File: config.mk
export PLATFORM = sky130hd
export DESIGN_NAME = display_scanner
export DESIGN_NICKNAME = d
export VERILOG_FILES = /design/src/rtl/display_scanner.sv
export SDC_FILE = /design/constraint.sdc
export NUM_CORES = 1
export LEC_CHECK = 0
export BUFFER_PORTS_ARGS = -buffer_cell sky130_fd_sc_hd__buf_2
export CAP_MARGIN = 40
export CORE_ASPECT_RATIO = 0.8
export CORE_UTILIZATION = 50
export CTS_CLUSTER_DIAMETER = 60
export DETAILED_ROUTE_END_ITERATION = 16
export GPL_ROUTABILITY_DRIVEN = 1
export PLACE_DENSITY_LB_ADDON = 0.1
export SKIP_LAST_GASP = 1
export SLEW_MARGIN = 20
export SYNTH_ARGS = -nofsm -noshare
export SYNTH_HDL_FRONTEND = slang
export SYNTH_SLANG_ARGS = --single-unit
File: constraint.sdc
create_clock -name clk -period 4.8 [get_ports clk]
set_input_delay 0.96 -clock clk [delete_from_list [all_inputs] [get_ports clk]]
set_output_delay 0.96 -clock clk [all_outputs]
set_load 0.01 [all_outputs]
File: src/rtl/display_scanner.sv
// Four-digit multiplexed hex display scanner with frame-synchronous value update
// and optional leading-zero blanking.
module display_scanner #(
  parameter int unsigned DIV = 50000
) (
  input  logic        clk,
  input  logic        rst,
  input  logic [15:0] value_in,
  input  logic        load,
  input  logic        blank_en,
  output logic [3:0]  digit_data,
  output logic [3:0]  digit_sel,
  output logic        frame_done
);

  localparam int unsigned CW = (DIV > 1) ? $clog2(DIV) : 1;
  localparam logic [CW-1:0] LAST = CW'(DIV - 1);

  typedef enum logic [1:0] {S_D0, S_D1, S_D2, S_D3} state_t;

  state_t      r_state;
  state_t      w_state_next;
  logic [CW-1:0] r_cnt;
  logic        w_tick;
  logic        w_frame_end;
  logic [15:0] r_shadow;
  logic [15:0] r_pending;
  logic        r_pend_flag;
  logic        r_blank;
  logic        r_frame_done;
  logic        w_z3;
  logic        w_z2;
  logic        w_z1;

  assign w_tick      = (r_cnt == LAST);
  assign w_frame_end = w_tick && (r_state == S_D3);

  always_ff @(posedge clk) begin
    if (rst) begin
      r_cnt <= '0;
    end else if (w_tick) begin
      r_cnt <= '0;
    end else begin
      r_cnt <= r_cnt + CW'(1);
    end
  end

  always_ff @(posedge clk) begin
    if (rst) begin
      r_state <= S_D0;
    end else begin
      r_state <= w_state_next;
    end
  end

  always_comb begin
    w_state_next = r_state;
    if (w_tick) begin
      unique case (r_state)
        S_D0: w_state_next = S_D1;
        S_D1: w_state_next = S_D2;
        S_D2: w_state_next = S_D3;
        S_D3: w_state_next = S_D0;
        default: w_state_next = S_D0;
      endcase
    end
  end

  // A load landing on the boundary tick bypasses pending so the newest value wins.
  always_ff @(posedge clk) begin
    if (rst) begin
      r_shadow     <= '0;
      r_pending    <= '0;
      r_pend_flag  <= 1'b0;
      r_blank      <= 1'b0;
      r_frame_done <= 1'b0;
    end else begin
      r_blank      <= blank_en;
      r_frame_done <= w_frame_end;
      if (w_frame_end) begin
        if (load) begin
          r_shadow  <= value_in;
          r_pending <= value_in;
        end else if (r_pend_flag) begin
          r_shadow <= r_pending;
        end
        r_pend_flag <= 1'b0;
      end else if (load) begin
        r_pending   <= value_in;
        r_pend_flag <= 1'b1;
      end
    end
  end

  assign w_z3 = (r_shadow[15:12] == 4'h0);
  assign w_z2 = w_z3 && (r_shadow[11:8] == 4'h0);
  assign w_z1 = w_z2 && (r_shadow[7:4] == 4'h0);

  always_comb begin
    digit_data = r_shadow[3:0];
    digit_sel  = 4'b0001;
    unique case (r_state)
      S_D0: begin
        digit_data = r_shadow[3:0];
        digit_sel  = 4'b0001;
      end
      S_D1: begin
        digit_data = r_shadow[7:4];
        digit_sel  = (r_blank && w_z1) ? 4'b0000 : 4'b0010;
      end
      S_D2: begin
        digit_data = r_shadow[11:8];
        digit_sel  = (r_blank && w_z2) ? 4'b0000 : 4'b0100;
      end
      S_D3: begin
        digit_data = r_shadow[15:12];
        digit_sel  = (r_blank && w_z3) ? 4'b0000 : 4'b1000;
      end
      default: begin
        digit_data = r_shadow[3:0];
        digit_sel  = 4'b0001;
      end
    endcase
  end

  assign frame_done = r_frame_done;

endmodule

# After elaboration in Yosys (flattened, before gate mapping)
# Index checks and enable logic that the tools add are counted.
# classes
n_addsub	1
eq_ne	4
mux	8
reduce_logical	14
# ops
op	n
16-bit 2-to-1 mux	2
4-bit case mux with 4 select lines	2
16-bit by 1-bit adder with 16-bit output (second input constant)	1
16-bit == test (second input constant)	1
4-bit logical NOT	3
2-bit case mux with 4 select lines	1
1-bit logical AND	6
2-bit == test (second input constant)	2
4-bit 2-to-1 mux	1
2-bit OR reduction	2
3-bit 2-to-1 mux	1
2-bit by 1-bit == test with 1-bit output (second input constant)	1
2-bit logical NOT	1
2-bit 2-to-1 mux	1
2-bit AND reduction	1
2-bit nonzero test	1
# word_totals
reg_bits	53
inputBits	20
output_inout_bits	9

# Longest topological paths before layout
# Gate-level depths: netlist of the first run.
# depth
word_depth	6
ltp_mapped	8
mapped_depth_nobuf	5

# Worst setup path before layout of the first run
# Ideal clock, no wire load.
# synth_path
kind	in2reg
startpoint	input load
endpoint	register r_shadow[14]
setup_time_ns	0.121
t_arrival_ns	2.313
slack_ns	2.367
path_stages	5
path_cell_list	clkbuf_1 > clkbuf_1 > mux2i_1 > nor2_1 > mux2_2
# synth_via
elab_chain_cells	2
elab_cells_between_ends	3
# synth_rtl
element	line	source
start, declared	9	input logic load,
2-bit nonzero test (no line)	n/a	
2-bit AND reduction (no line)	n/a	
end signal, assigned	82	r_shadow <= value_in;
end signal, assigned	85	r_shadow <= r_pending;
end, declared	26	logic [15:0] r_shadow;
# Parallel ways exist; a longest one is shown, timed or not.
# A chain may end at the register's enable or synchronous reset.

# Worst setup path after layout of the first run
# layout_path
startpoint	register r_cnt[0]
endpoint	register r_shadow[15]
# layout_via
elab_chain_cells	3
# layout_rtl
element	line	source
start, declared	23	logic [CW-1:0] r_cnt;
start signal, assigned	44	r_cnt <= r_cnt + CW'(1);
16-bit == test	35	assign w_tick = (r_cnt == LAST);
1-bit logical AND	36	assign w_frame_end = w_tick && (r_state == S_D3);
2-bit AND reduction (no line)	n/a	
# Every way passes these cells.

==> results.py, run 1 <==
metrics = {
    "die": {
        "dieArea_um2": 4770,
        "die_height_um": 62.0,
        "die_x_um": 77.0,
        "rows": 21,
        "io_pins": 29,
        "start_util_pct": 52.8,
        "core_um2": 4260,
    },
    "route": {
        "initialDrtViolationCount": 75,
        "via_count": 1545,
        "post_drt_via_cell_ratio": 5.00,
        "drc": 0,
        "wl_mm": 3.87,
        "drt-wirelength-per-cell_um": 12.5,
        "ant_nets": 0,
        "firstDrtPassIters": 4,
    },
    "logic_synthesis": {
        "netlist_instances": 227,
        "syn-num-nets": 252,
        "synth_area_um2": 2250,
        "synth_edf_count": 0,
        "synth.distinct_cells": 29,
        "synthArstFlopShare_pct": 0,
        "ys_seq_area_share_pct": 47.2,
        "synth.ff_latch_count": 53,
        "yosys_warnings": 0,
        "postSynthAreaPerCell_um2": 9.90,
        "synth_flop_cell": "dfxtp_1",
    },
    "sta": {
        "hold_ws_ps": 469,
        "fin_crit_sh_pct": 59.2,
        "max_freq_ghz": 0.352,
        "maxSlewViolCount": 0,
        "setup_violations": 0,
        "slew-limit-headroom_pct": 44.6,
        "tightest_slew_ps": 830,
        "hold_violations": 0,
        "finalSetupTns_ps": 0,
        "period_minus_slack_ps": 2840,
        "skew_ps": 13.7,
        "rsz0062_at_grt": "false",
    },
    "cells_and_area": {
        "layout_commonest_cell": "dfxtp_1",
        "layoutNonFillerInstCount": 309,
        "drive_above_1_share_pct": 20.6,
        "syn_to_final_growth_pct": 11.9,
        "antenna-diode-count": 0,
        "fin_nets": 276,
        "final_cell_mix": "dfxtp_1 (53), nor2_1 (42), buf_2 (28)",
        "nFillCells": 384,
    },
    "critical_path": {
        "startpoint_type": "register",
        "critPathMaxFanout": 16,
        "reg2reg_to": "r_shadow[15]",
        "path_class": "register to register",
        "r2r_slack_ps": 1960,
        "critical_path.startpoint": "r_cnt[0]",
        "r2r-start": "r_cnt[0]",
        "arrival_ps": 3030,
        "reg2regPathDepth": 5,
        "cp.required_ps": 4990,
        "cp-end-kind": "register",
    },
    "placement": {
        "dp.cells": 301,
        "hpwl_mm": 2.70,
        "port_buffers": 28,
        "routabilityCongestion": 0.756,
    },
    "hold_path": {
        "worstHoldStart": "r_cnt[0]",
        "min_to": "r_cnt[0]",
        "holdPathStages": 1,
        "hp-class": "register to register",
    },
    "global_route": {
        "grt_pass1_vias": 1292,
        "track_usage_pct": 17.2,
        "grt_start_max_net_pins": 39,
        "grt_first_pass_wirelength_mm": 6.24,
        "grt_overflow": 0,
        "antenna_found_initial": 0,
    },
    "clocking": {
        "cts_tree": "yes",
        "clock_sinks": 53,
        "htree_levels": 2,
        "root_buffer": "clkbuf_8",
        "clock_path_buffers": 2,
        "worstSkewPairLatency_ps": 300,
        "cts_hold_buf": 0,
        "cts_buffers": 5,
        "cts_setup_buffers": 0,
        "path_clk_slew_ps": 100,
        "cts_resized": 0,
    },
    "pwr": {
        "p_clk_share_pct": 37.9,
        "power_frac_seq_pct": 57.5,
        "power_density_nw_per_um2": 314,
        "cellLeakagePower_nw": 1.06,
        "peakVddDrop_mv": 0.211,
        "p_sw_share_pct": 21.2,
        "p_sw_mw": 0.167,
        "combinationalPowerShare_pct": 4.7,
        "p_total_mw": 0.791,
        "p_int_mw": 0.623,
    },
    "flow_run": {
        "drv_cap": 0,
    },
    "run_status": {
        "status": "completed",
    },
}
-- Yosys cell counts, drive strengths merged, types with 5 or more instances --
library cell | count | share of area, %
nor2 | 42 | 7.0
nand3 | 5 | 1.1
nor3 | 5 | 1.1
clkbuf | 7 | 1.2
mux2i | 21 | 9.3
nor2b | 14 | 3.9
inv | 11 | 1.8
xnor2 | 13 | 5.1
ha | 5 | 2.8
mux2 | 16 | 8.0
nor4 | 6 | 1.7
dfxtp | 53 | 47
-- logic make-up after synthesis --
| kind of cell | Yosys count | synth area share (%) |
|---|---|---|
| simple gates | 88 | 20.0 |
| flops | 53 | 47.2 |
| mux | 37 | 17.4 |
| buf+inv | 22 | 4.28 |
| xor+xnor | 14 | 5.45 |
| compound gates | 8 | 2.89 |
| fa+ha+maj | 5 | 2.78 |
-- how the worst max path moves through the flow --
stage                              end
after floorplan           r_shadow[14]
after global placement    r_shadow[13]
after detailed placement   r_shadow[6]
after CTS                  r_shadow[6]
after global routing       r_shadow[0]
final                     r_shadow[15]
-- state kept, by name (all words and copies together) (netlist names) --
signal and flops:
r_shadow 16, r_blank 1, r_state 2, frame_done 1, r_pending 16, r_pend_flag 1, r_cnt 16
-- through the flow --
step / cell area, um^2 / setup slack [ps] / utilization (%)
CTS: 2520 / 1950 / 59.1
global route: 2520 / 1770 / 59.1
finish: 2520 / 1960 / 59.1
detailed placement: 2400 / 1940 / 56.5
floorplan: 2250 / 2370 / -
global placement: 2400 / 1980 / 56.5
-- critical path, cell delays in order (launching register included) --
cell and delay [ps]:
dfxtp_1 380, ha_1 200, nand3_1 240, or4_1 750, nor3b_4 740, mux2_2 410
-- cell type report --
| type | instances | area [um^2] | area share, % |
|---|---|---|---|
| inverter | 11 | 41.3 | 1.64 |
| multi-input combinational | 152 | 1090 | 43.4 |
| clock inverter | 2 | 38.8 | 1.54 |
| tap | 57 | 71.3 | 2.83 |
| clock buffer | 6 | 72.6 | 2.88 |
| timing repair buffer | 28 | 140 | 5.57 |
| sequential | 53 | 1060 | 42.2 |
-- metal layers --
metal / track usage, % / vias to the layer above / routed length, um
met5: 0 / - / 0
met4: 6.47 / 0 / 41
met3: 4.38 / 4 / 158
met2: 22.1 / 26 / 1460
met1: 26.8 / 700 / 2220
li1: - / 815 / -
-- power groups by stage --
stage | Clock [mW] | Sequential, mW | Combinational [mW]
global route | 0.326 | 0.456 | 0.0430
global placement | 0 | 0.464 | 0.0371
detailed placement | 0 | 0.465 | 0.0378
floorplan | 0 | 0.464 | 0.0262
CTS | 0.307 | 0.454 | 0.0379
finish | 0.299 | 0.454 | 0.0370
Power figures use the tool's default switching activity.
==> run 2, diff against run 1 <==
- clock period: 4.8 -> 2.9 ns (I/O delays scaled with it)
==> results.py, run 2 (synthesis results as in run 1) <==
metrics = {
    "run_status": {
        "status": "completed",
    },
    "sta": {
        "tightest_slew_ps": 519,
        "hold_ws_ps": 470,
        "fin_crit_sh_pct": 83.3,
        "finalSetupTns_ps": 0,
        "slew-limit-headroom_pct": 65.4,
        "skew_ps": 8.67,
        "period_minus_slack_ps": 2420,
        "maxSlewViolCount": 0,
        "rsz0062_at_grt": "false",
        "hold_violations": 0,
        "max_freq_ghz": 0.414,
        "layout_setup_ws_ps": 485,
        "setup_violations": 0,
    },
    "route": {
        "met2_wirelength_mm": 1.61,
        "drc": 0,
        "wl_met3_um": 135,
        "dr.max_layer_used": "met4",
        "firstDrtPassIters": 5,
        "drt-wirelength-per-cell_um": 12.7,
        "ant_nets": 0,
        "wl_mm": 3.97,
        "initialDrtViolationCount": 80,
        "post_drt_via_cell_ratio": 4.95,
        "wl_met1_mm": 2.18,
        "via_count": 1549,
    },
    "cells_and_area": {
        "seqCellArea_um2": 1060,
        "final_cell_mix": "dfxtp_1 (53), nor2_1 (42), buf_2 (28)",
        "multi_input_comb_area_um2": 1090,
        "fin_util_pct": 59.3,
        "layout_commonest_cell": "dfxtp_1",
        "drive_above_1_share_pct": 22.3,
        "syn_to_final_growth_pct": 12.3,
        "fin_nets": 280,
        "reg.largest.list": "r_cnt: 16 flops, r_pending: 16 flops, r_shadow: 16 flops",
        "nFillCells": 395,
        "antenna-diode-count": 0,
    },
    "critical_path": {
        "slowest_stage": "or4_1",
        "critPathMaxFanout": 10,
        "path_class": "register to register",
        "crit_buf_inv": 1,
        "arrival_ps": 2610,
        "cp-end-kind": "register",
        "max_stage_delay_ps": 670,
        "path_cells": "or4_1, or4_1, nor3b_4, buf_4, mux2_2",
        "cp_top_family": "simple AND/OR/NAND/NOR gates",
        "startpoint_type": "register",
        "cp.required_ps": 3100,
        "crit_top_cell": "or4_1",
    },
    "placement": {
        "routabilityCongestion": 0.790,
        "pre_cts_ws_ps": 482,
        "port_buffers": 28,
        "hpwl_mm": 2.85,
    },
    "die": {
        "die_x_um": 77.0,
        "die_height_um": 62.0,
        "dieArea_um2": 4770,
        "core_um2": 4260,
        "rows": 21,
        "start_util_pct": 52.8,
        "io_pins": 29,
    },
    "clocking": {
        "cts_resized": 0,
        "clock_sinks": 53,
        "worstSkewPairLatency_ps": 300,
        "path_clk_slew_ps": 90,
        "cts_tree": "yes",
        "htree_levels": 2,
        "cts_buffers": 5,
        "clock_path_buffers": 2,
        "cts_setup_buffers": 0,
        "cts_hold_buf": 0,
        "root_buffer": "clkbuf_8",
    },
    "global_route": {
        "track_usage_pct": 17.5,
        "antenna_found_initial": 0,
        "grt_overflow": 0,
        "grt_start_max_net_pins": 25,
        "grt_first_pass_wirelength_mm": 6.31,
        "grt_pass1_vias": 1335,
    },
    "hold_path": {
        "hp-class": "register to register",
    },
    "pwr": {
        "peakVddDrop_mv": 0.372,
        "power_density_nw_per_um2": 487,
        "cellLeakagePower_nw": 1.07,
    },
    "flow_run": {
        "drv_cap": 0,
    },
}
## run 2: cell types whose count changed in the layout (fill, tap and decap cells not counted), sizes merged
cell / delta
buf: +4
bufinv: -1
clkbuf: -1
clkinvlp: +1
inv: +1
## run 2: per-layer routing
| metal | up-vias | global-route usage (%) |
|---|---|---|
| li1 | 818 | - |
| met1 | 701 | 25.2 |
| met2 | 25 | 25.6 |
| met3 | 5 | 3.94 |
| met4 | 0 | 6.74 |
| met5 | - | 0 |
## run 2: layout make-up
class                   instances  area share [%]
clock inverters                 3           0.842
multi-input cells             152            43.2
clock buffers                   5            2.73
well taps                      57            2.82
inverters                      11            1.64
repair buffers                 32            6.74
flip-flops and latches         53            42.0
## run 2: worst paths after layout
path,start,endpoint,slack (ps),cells after the start
max,r_cnt[12],r_shadow[14],480,5
max reg2reg,r_cnt[12],r_shadow[14],480,5
min,r_cnt[0],r_cnt[0],470,1
min reg2reg,r_cnt[0],r_cnt[0],470,1
## run 2: report_power, final
part	internal [mW]	leakage [nW]	switching (mW)
combinational	0.0278	0.592	0.0342
clock	0.172	0.0445	0.244
sequential	0.745	0.431	0.00668
total	0.945	1.07	0.284
## run 2: stage by stage
stage	total power, mW	cell area (um^2)	instances
6_report	1.23	2520	313
5_1_grt	1.28	2520	313
4_1_cts	1.24	2520	313
3_5_place_dp	0.833	2430	305
3_3_place_gp	0.831	2430	305
2_1_floorplan	0.811	2250	227
